### config.mk
export PLATFORM = sky130hd
export DESIGN_NAME = itch_msg_assembler_flat
export DESIGN_NICKNAME = d
export VERILOG_FILES = /design/src/rtl/itch_pkg.sv /design/src/rtl/itch_msg_assembler_if.sv /design/src/rtl/itch_msg_assembler.sv /design/src/flat_wrapper.sv
export SDC_FILE = /design/constraint.sdc
export NUM_CORES = 2
export LEC_CHECK = 0
export CAP_MARGIN = 15
export CORE_AREA = 2 2 300 302
export DETAILED_ROUTE_END_ITERATION = 8
export DIE_AREA = 0 0 302 304
export PLACE_DENSITY = 0.8
export SLEW_MARGIN = 20
export SYNTH_ARGS = -nofsm -noshare
export SYNTH_HDL_FRONTEND = slang
export SYNTH_SLANG_ARGS = --single-unit
### constraint.sdc
create_clock -name clk -period 2.9 [get_ports clk]
set_input_delay 0.58 -clock clk [delete_from_list [all_inputs] [get_ports clk]]
set_output_delay 0.58 -clock clk [all_outputs]
set_load 0.02 [all_outputs]
### src/rtl/itch_pkg.sv
// Shared ITCH definitions: assembler state encoding, message type codes, payload limit.
package itch_pkg;

  typedef enum logic [2:0] {
    LEN_HI,
    LEN_LO,
    TYPE,
    BODY,
    DISCARD
  } asm_state_t;

  localparam logic [7:0] MSG_ADD     = 8'h41;  // "A"
  localparam logic [7:0] MSG_CANCEL  = 8'h58;  // "X"
  localparam logic [7:0] MSG_DELETE  = 8'h44;  // "D"
  localparam logic [7:0] MSG_REPLACE = 8'h55;  // "U"

  localparam int unsigned MAX_PAYLOAD_BYTES = 64;

endpackage

### src/rtl/itch_msg_assembler_if.sv
// Byte-stream input and framed-message output of the ITCH message assembler.
interface itch_msg_assembler_if #(
  parameter int unsigned PAYLOAD_BYTES = 64
);
  logic                       in_valid;
  logic [7:0]                 in_byte;
  logic                       out_valid;
  logic [7:0]                 msg_type;
  logic [8*PAYLOAD_BYTES-1:0] payload;
  logic [6:0]                 body_len;
  logic                       oversize_err;

  modport master (
    output in_valid, in_byte,
    input  out_valid, msg_type, payload, body_len, oversize_err
  );

  modport slave (
    input  in_valid, in_byte,
    output out_valid, msg_type, payload, body_len, oversize_err
  );
endinterface

### src/rtl/itch_msg_assembler.sv
// Frames length-prefixed ITCH messages into type + MSB-first zero-filled payload.
// Optional: ITCH_ASM_TYPE_FILTER_EN restricts emitted messages to types A/X/D/U.
module itch_msg_assembler
  import itch_pkg::*;
#(
  parameter int unsigned PAYLOAD_BYTES = MAX_PAYLOAD_BYTES
) (
  input logic                  clk,
  input logic                  rst_n,
  itch_msg_assembler_if.slave  bus
);

  localparam int unsigned W = 8 * PAYLOAD_BYTES;

  asm_state_t   state_q, state_d;
  logic [15:0]  len_q, len_d;
  logic [6:0]   idx_q, idx_d;
  logic [7:0]   type_q, type_d;
  logic [W-1:0] acc_q, acc_d;

  logic         out_valid_q, out_valid_d;
  logic         oversize_q, oversize_d;
  logic [7:0]   msg_type_q, msg_type_d;
  logic [W-1:0] payload_q, payload_d;
  logic [6:0]   body_len_q, body_len_d;

  logic [W-1:0] acc_merged;
  logic [7:0]   cand_type;
  logic         type_ok;

  // Accumulator with the current byte dropped into the lane selected by the body index.
  always_comb begin
    acc_merged = acc_q;
    for (int unsigned j = 0; j < PAYLOAD_BYTES; j++) begin
      if (idx_q == 7'(j)) begin
        acc_merged[W-1-8*j -: 8] = bus.in_byte;
      end
    end
  end

  assign cand_type = (state_q == TYPE) ? bus.in_byte : type_q;

`ifdef ITCH_ASM_TYPE_FILTER_EN
  assign type_ok = cand_type inside {MSG_ADD, MSG_CANCEL, MSG_DELETE, MSG_REPLACE};
`else
  assign type_ok = 1'b1;
`endif

  always_comb begin
    state_d     = state_q;
    len_d       = len_q;
    idx_d       = idx_q;
    type_d      = type_q;
    acc_d       = acc_q;
    out_valid_d = 1'b0;
    oversize_d  = 1'b0;
    msg_type_d  = msg_type_q;
    payload_d   = payload_q;
    body_len_d  = body_len_q;

    if (bus.in_valid) begin
      unique case (state_q)
        LEN_HI: begin
          len_d   = {bus.in_byte, 8'h00};
          state_d = LEN_LO;
        end
        LEN_LO: begin
          len_d   = {len_q[15:8], bus.in_byte};
          state_d = ({len_q[15:8], bus.in_byte} == 16'd0) ? LEN_HI : TYPE;
        end
        TYPE: begin
          type_d = bus.in_byte;
          acc_d  = '0;
          idx_d  = '0;
          len_d  = len_q - 16'd1;  // len_q now counts remaining body bytes
          if (len_q == 16'd1) begin
            state_d = LEN_HI;
            if (type_ok) begin
              out_valid_d = 1'b1;
              msg_type_d  = cand_type;
              payload_d   = '0;
              body_len_d  = '0;
            end
          end else if (len_q > 16'(PAYLOAD_BYTES + 1)) begin
            state_d = DISCARD;
          end else begin
            state_d = BODY;
          end
        end
        BODY: begin
          acc_d = acc_merged;
          idx_d = idx_q + 7'd1;
          len_d = len_q - 16'd1;
          if (len_q == 16'd1) begin
            state_d = LEN_HI;
            if (type_ok) begin
              out_valid_d = 1'b1;
              msg_type_d  = cand_type;
              payload_d   = acc_merged;
              body_len_d  = idx_q + 7'd1;
            end
          end
        end
        DISCARD: begin
          len_d = len_q - 16'd1;
          if (len_q == 16'd1) begin
            state_d    = LEN_HI;
            oversize_d = 1'b1;
          end
        end
        default: state_d = LEN_HI;
      endcase
    end
  end

  always_ff @(posedge clk or negedge rst_n) begin
    if (!rst_n) begin
      state_q     <= LEN_HI;
      len_q       <= '0;
      idx_q       <= '0;
      type_q      <= '0;
      acc_q       <= '0;
      out_valid_q <= 1'b0;
      oversize_q  <= 1'b0;
      msg_type_q  <= '0;
      payload_q   <= '0;
      body_len_q  <= '0;
    end else begin
      state_q     <= state_d;
      len_q       <= len_d;
      idx_q       <= idx_d;
      type_q      <= type_d;
      acc_q       <= acc_d;
      out_valid_q <= out_valid_d;
      oversize_q  <= oversize_d;
      msg_type_q  <= msg_type_d;
      payload_q   <= payload_d;
      body_len_q  <= body_len_d;
    end
  end

  assign bus.out_valid    = out_valid_q;
  assign bus.oversize_err = oversize_q;
  assign bus.msg_type     = msg_type_q;
  assign bus.payload      = payload_q;
  assign bus.body_len     = body_len_q;

endmodule

### src/flat_wrapper.sv
// flat-port wrapper written by rule: the top's interface ports become plain ports
module itch_msg_assembler_flat import itch_pkg::*;
#(
  parameter int unsigned PAYLOAD_BYTES = MAX_PAYLOAD_BYTES
)
  (clk, rst_n, bus_in_valid, bus_in_byte, bus_out_valid, bus_msg_type, bus_payload, bus_body_len, bus_oversize_err);
  itch_msg_assembler_if #(.PAYLOAD_BYTES(PAYLOAD_BYTES)) bus_i ();
  input logic clk;
  input logic rst_n;
  input wire logic [$bits(bus_i.in_valid)-1:0] bus_in_valid;
  input wire logic [$bits(bus_i.in_byte)-1:0] bus_in_byte;
  output wire logic [$bits(bus_i.out_valid)-1:0] bus_out_valid;
  output wire logic [$bits(bus_i.msg_type)-1:0] bus_msg_type;
  output wire logic [$bits(bus_i.payload)-1:0] bus_payload;
  output wire logic [$bits(bus_i.body_len)-1:0] bus_body_len;
  output wire logic [$bits(bus_i.oversize_err)-1:0] bus_oversize_err;
  assign bus_i.in_valid = bus_in_valid;
  assign bus_i.in_byte = bus_in_byte;
  assign bus_out_valid = bus_i.out_valid;
  assign bus_msg_type = bus_i.msg_type;
  assign bus_payload = bus_i.payload;
  assign bus_body_len = bus_i.body_len;
  assign bus_oversize_err = bus_i.oversize_err;
  itch_msg_assembler #(.PAYLOAD_BYTES(PAYLOAD_BYTES)) u_core (.clk(clk), .rst_n(rst_n), .bus(bus_i));
endmodule
* Word level (Yosys, flattened, before mapping)
Cells that the tools add are included.
Operators by class: add/sub/neg operators 2, order comparisons 1, eq/ne operators 71, mux-type cells 84, bitwise gates (word level) 1, reduce and logical (&&, ||, !) cells 15
Operator list (number):
- $pmux W512 S2 | 2
- $mux W512 | 2
- $mux W8 | 65
- $eq A7 B6 Y1 const B | 32
- $eq A7 B5 Y1 const B | 16
- $eq A7 B4 Y1 const B | 8
- $pmux W16 S3 | 1
- $eq A7 B3 Y1 const B | 4
- $pmux W7 S2 | 2
- $eq A16 B1 Y1 const B | 1
- $gt A16 B7 Y1 const B | 1
- $logic_not A16 Y1 | 1
- $sub A16 B1 Y16 const B | 1
- $eq A7 B2 Y1 const B | 2
- $mux W7 | 2
- $pmux W3 S4 | 1
- $mux W3 | 3
- $add A7 B1 Y7 const B | 1
- $eq A7 B1 Y1 const B | 1
- $logic_not A7 Y1 | 1
- $eq A3 B2 Y1 const B | 2
- $reduce_and A2 Y1 | 3
- $reduce_and A3 Y1 | 2
- $mux W1 | 5
- 12 further kinds | 15
Storage, ports and cells: bits in registers 1075, input bits 11, output and inout port bits 529

* Depth between registers and ports, before layout
depth in word-level cells 4, gate-level depth with buffers 8, depth with buffers taken out 6

* Worst setup path after synthesis
Ideal clock, no wire load.
path type input to register, start point input port bus_in_valid, end point register u_core.acc_q[369], library setup time 0.130 ns, arrival time 1.935 ns, data required time 2.770 ns, path slack 0.836 ns, cell stages on the path 7, buffers on the path 4, path through buf_2 -> and3b_1 -> buf_2 -> clkbuf_1 -> buf_1 -> o21ai_1 -> o2bb2ai_1
On the way: longest elaborated chain between the ends 1
RTL lines:
- start, declared | RTL line flat_wrapper.sv:10 | input wire logic [$bits(bus_i.in_valid)-1:0] bus_in_valid;
- $reduce_and A2 Y1 (no source line)
- end signal, assigned | RTL line itch_msg_assembler.sv:122 | acc_q <= '0;
- end signal, assigned | RTL line itch_msg_assembler.sv:133 | acc_q <= acc_d;
- end, declared | RTL line itch_msg_assembler.sv:19 | logic [W-1:0] acc_q, acc_d;
No other way between the ends. A chain may end at the register's enable or synchronous reset.

* Worst setup path after layout
start point register u_core.idx_q[3], end point register u_core.acc_q[483]
On the way: longest elaborated chain between the ends 3
RTL lines:
- start, declared | RTL line itch_msg_assembler.sv:17 | logic [6:0] idx_q, idx_d;
- start signal, assigned | RTL line itch_msg_assembler.sv:131 | idx_q <= idx_d;
- $eq A7 B2 Y1 | RTL line itch_msg_assembler.sv:35 | if (idx_q == 7'(j)) begin
- $mux W8 | RTL line itch_msg_assembler.sv:35
- $pmux W512 S2 | RTL line itch_msg_assembler.sv:62 | unique case (state_q)
No other way between the ends.

==> summary by stage <==
Status
The flow ran to the end, and the final reports show no timing, DRC or antenna violations.

Synthesis
By area the synthesized netlist is led by dfrtp_1 57%, o21ai_0 5.8%, a22o_1 5.4%. The proportion of synthesized flip-flops having asynchronous set or reset is 1.00. Of all cell types, the one taking the most synthesized area is dfrtp_1. The synthesized instance count is roughly 4300.

Of the synthesized area, sequential elements account for 0.567. The number of enable flip-flop cells after synthesis is 0. The synthesized flop and latch total is 1075.

The prevailing post-synth register cell is dfrtp_1. Synthesis produced a netlist with a net count of 4337. After synthesis, the netlist uses 73 different library cells.

In this run the mean area of a mapped cell was 11.0 sq um. The synthesized area is 47500 sq um. The fraction of synthesized cell area taken by the top area cell type is 0.567. The Yosys step of the flow raised 0 warnings.

Setup path
The type of element capturing the critical path is a flip-flop. The start-to-end type of the worst setup path is reg -> reg. Setup slack on the worst reg-to-reg path comes out at ~0.19 ns.

The largest fanout on the critical path is 31. The data required time of the worst path is roughly 3.5 ns. The worst path arrival time is 3.29 ns. The type of element launching the critical path is a flip-flop.

STA
The number of pins with negative max-slew slack in the final report was 0. Setup repair after global routing left no endpoint under its margin. In the final timing run, aggregate negative setup slack is 0 ns. Setup violations remaining at the end of the flow were counted as 0. For the pin with the worst max-slew slack, the measured transition is 1.06 ns. The remaining max-slew budget at the tightest pin is 0.293.

The largest clock skew in the final design is a little over 0.03 ns. Based on the critical path, the design can be clocked at up to 369 MHz. The final clock period utilization by the worst path is 0.934.

The worst-case setup margin in the final layout is ~0.19 ns. The final number of hold-violating endpoints was 0. The time the worst path needs with I/O delays and setup is 2.71 ns.

Route
The average via count per standard cell is roughly 7. The first-pass iteration count of the detailed router is 7. The DRC violations left is 0.

For this block, the routed nets add up to 164000 um of wire. After detailed routing, the average wire length per cell comes to 27.6 um. The first routing iteration left 5095 violations. Across all layers, the routed design uses 40700 vias. The number of nets still failing antenna checks after routing is 0.

Clock tree
The clock-pin slew reported for the worst setup and hold paths after clock tree synthesis is around 0.060 ns. The buffers inserted during post-CTS setup optimization is 0. The H-tree depth is 3.

Clock tree synthesis inserted a total of 106 buffers. The TritonCTS sink count is 1075. The number of gates resized after CTS was 0. In this run the deepest clock path goes through 3 buffers. The clock latency of the later-clocked register in the worst-skew pair is about 0.68 ns.

The root buffer cell is clkbuf_16. TritonCTS built the clock tree.

Worst hold path
The min-delay analysis places its worst path in the category reg -> reg.

Pwr
The maximum vdd drop is 0.552 mV. In this run the power density over the cells is roughly 600 nW/um^2. The total leakage power is 0.0277 uW. The internal power is 24800 uW. The proportion of power drawn by flip-flops and latches is 0.451.

The switching part of the total power is 0.282. The relative contribution of the clock network to total power is 0.412. Of the total power, combinational logic draws 0.137. Overall power consumption after layout is estimated at 34600 uW. The net switching power of the design is 9750 uW.

Cells and area
Of the cells placed in the final design, the portion with a size suffix greater than 1 is 0.0951. In the layout the commonest cells are 1075 x dfrtp_1, 547 x o21ai_0, 530 x clkdlybuf4s50_1, 326 x a21oi_1, 312 x nand3_1. The area added between synthesis and finish is 23.2%. Leaving out fill and tap cells, the most frequent cell in the layout is dfrtp_1. The final-stage net count is 4692.

Floorplanning
For this design the top-level I/O count stands at 540. The width of the die is 302 um. The floorplan step set the die height to between 300 and 400 um.

The floorplan step defined a die boundary enclosing between 90000 and 100000 sq um. The core footprint is 89000 sq um. For this configuration, the core starts out at a cell density of 0.533. The floorplan has 110 rows.

GRT
The first global-routing pass estimated 248000 um of wire. The number of global-route vias before repair is 40200. The initial antenna violation count came to 1. Entering global routing, the biggest net connects 233 pins. The routing usage on met3 is 0.0847. The busiest layer in global routing is met2.

Global routing finished with a remaining overflow of 0. For met2 alone, demand over resource in global routing was 0.512. The fraction of met1 tracks used by global routing is 0.474. The combined global-route utilization of all metal layers is 0.350.

Placed design
The post-placement worst setup slack is 0.319 ns. The weighted congestion at the end of routability-driven global placement is 0.932. Buffers placed on the I/O ports in this run total 539.

The HPWL after detailed placement is 102000 um.

Run
Across the run, the number of max-cap violations was 0.
[per-layer routing]
layer	vias to the layer above	wire (um)
met5	-	16
met4	2	11000
met3	582	18500
met2	2822	72500
met1	20400	61900
li1	16900	-
[power by group through the flow]
stage	clock network, uW	registers [uW]	logic, uW
finish	14200	15600	4730
global route	14900	15600	4990
CTS	14300	15600	4600
detailed placement	0	15900	4580
global placement	0	15800	4510
floorplan	0	15700	2750
[worst paths after layout]
path,startpoint,end,cells after the start
worst min register to register,u_core.acc_q[43],u_core.acc_q[43],1
worst max-delay path,u_core.idx_q[3],u_core.acc_q[483],4
min in group asynchronous,rst_n,u_core.bus.payload[444],2
max in group asynchronous,rst_n,u_core.bus.payload[262],4
worst max register to register,u_core.idx_q[3],u_core.acc_q[483],4
worst min-delay path,u_core.acc_q[43],u_core.acc_q[43],1
[Yosys cell counts (all sizes together), types with 3 or more instances]
cell type / n
buf: 185
a22oi: 5
o2bb2ai: 227
or4b: 4
a21oi: 326
a21o: 309
and2: 7
nor2b: 8
or3: 3
nand4b: 5
o311ai: 5
a32oi: 6
and4b: 4
nand4: 5
nor2: 27
mux2i: 201
nand3: 312
nand2b: 8
a22o: 293
nor4: 8
clkbuf: 320
o31ai: 222
o21ai: 564
nor3: 37
nand4bb: 8
mux2: 8
nor4bb: 6
nand2: 73
dfrtp: 1075
o211ai: 3
nor4b: 6
ha: 6
inv: 12
xor2: 3
[layout make-up]
| class | instances | area, sq um |
|---|---|---|
| Inverter | 13 | 48.8 |
| Multi-Input combinational cell | 2727 | 18600 |
| Fill cell | 6516 | 30600 |
| Clock buffer | 156 | 3130 |
| Antenna cell | 1 | 2.50 |
| Clock inverter | 40 | 465 |
| Timing Repair Buffer | 752 | 7870 |
| Sequential cell | 1075 | 26900 |
| Tap cell | 1176 | 1470 |
[sequential cells by signal, summed over array words and instances (netlist names)]
| signal | count |
|---|---|
| u_core.acc_q | 512 |
| u_core.bus.body_len | 7 |
| u_core.bus.msg_type | 8 |
| u_core.bus.out_valid | 1 |
| u_core.bus.oversize_err | 1 |
| u_core.bus.payload | 512 |
| u_core.idx_q | 7 |
| u_core.len_q | 16 |
| u_core.state_q | 3 |
| u_core.type_q | 8 |
[repair_timing]
action	CTS	global route
hold endpoints to repair	25	0
hold buffers	1	0
endpoints found under the setup margin	0	0
[cell families (layout without fill, tap and decap cells)]
kind of cell	count (synthesis)	in the layout	synth area share
buffers and inverters	518	961	0.0453
flip-flops	1075	1075	0.567
AO/OA/AOI/OAI	1976	1976	0.280
multiplexers	209	209	0.0443
adder cells (fa/ha/maj)	6	6	0.00158
AND/OR/NAND/NOR	532	532	0.0610
XOR/XNOR	4	4	0.000738
other	0	1	0
[worst max-delay path: stages, from the launching register on]
cell,delay (ns)
dfrtp_1,0.85
or2_2,0.79
nor2_1,0.16
o21ai_1,0.58
o2bb2ai_1,0.21
[through the flow]
| stage | cell area, sq um | utilization | hold slack (ns) | std cells |
|---|---|---|---|---|
| floorplan | 47500 | - | 0.284 | 4320 |
| global placement | 54800 | 0.616 | 0.451 | 5742 |
| detailed placement | 54800 | 0.616 | 0.459 | 5742 |
| CTS | 58500 | 0.656 | 0.459 | 5939 |
| global route | 58500 | 0.656 | 0.477 | 5939 |
| finish | 58500 | 0.656 | 0.469 | 5940 |
Note: power is estimated with default switching activity, not from simulation.
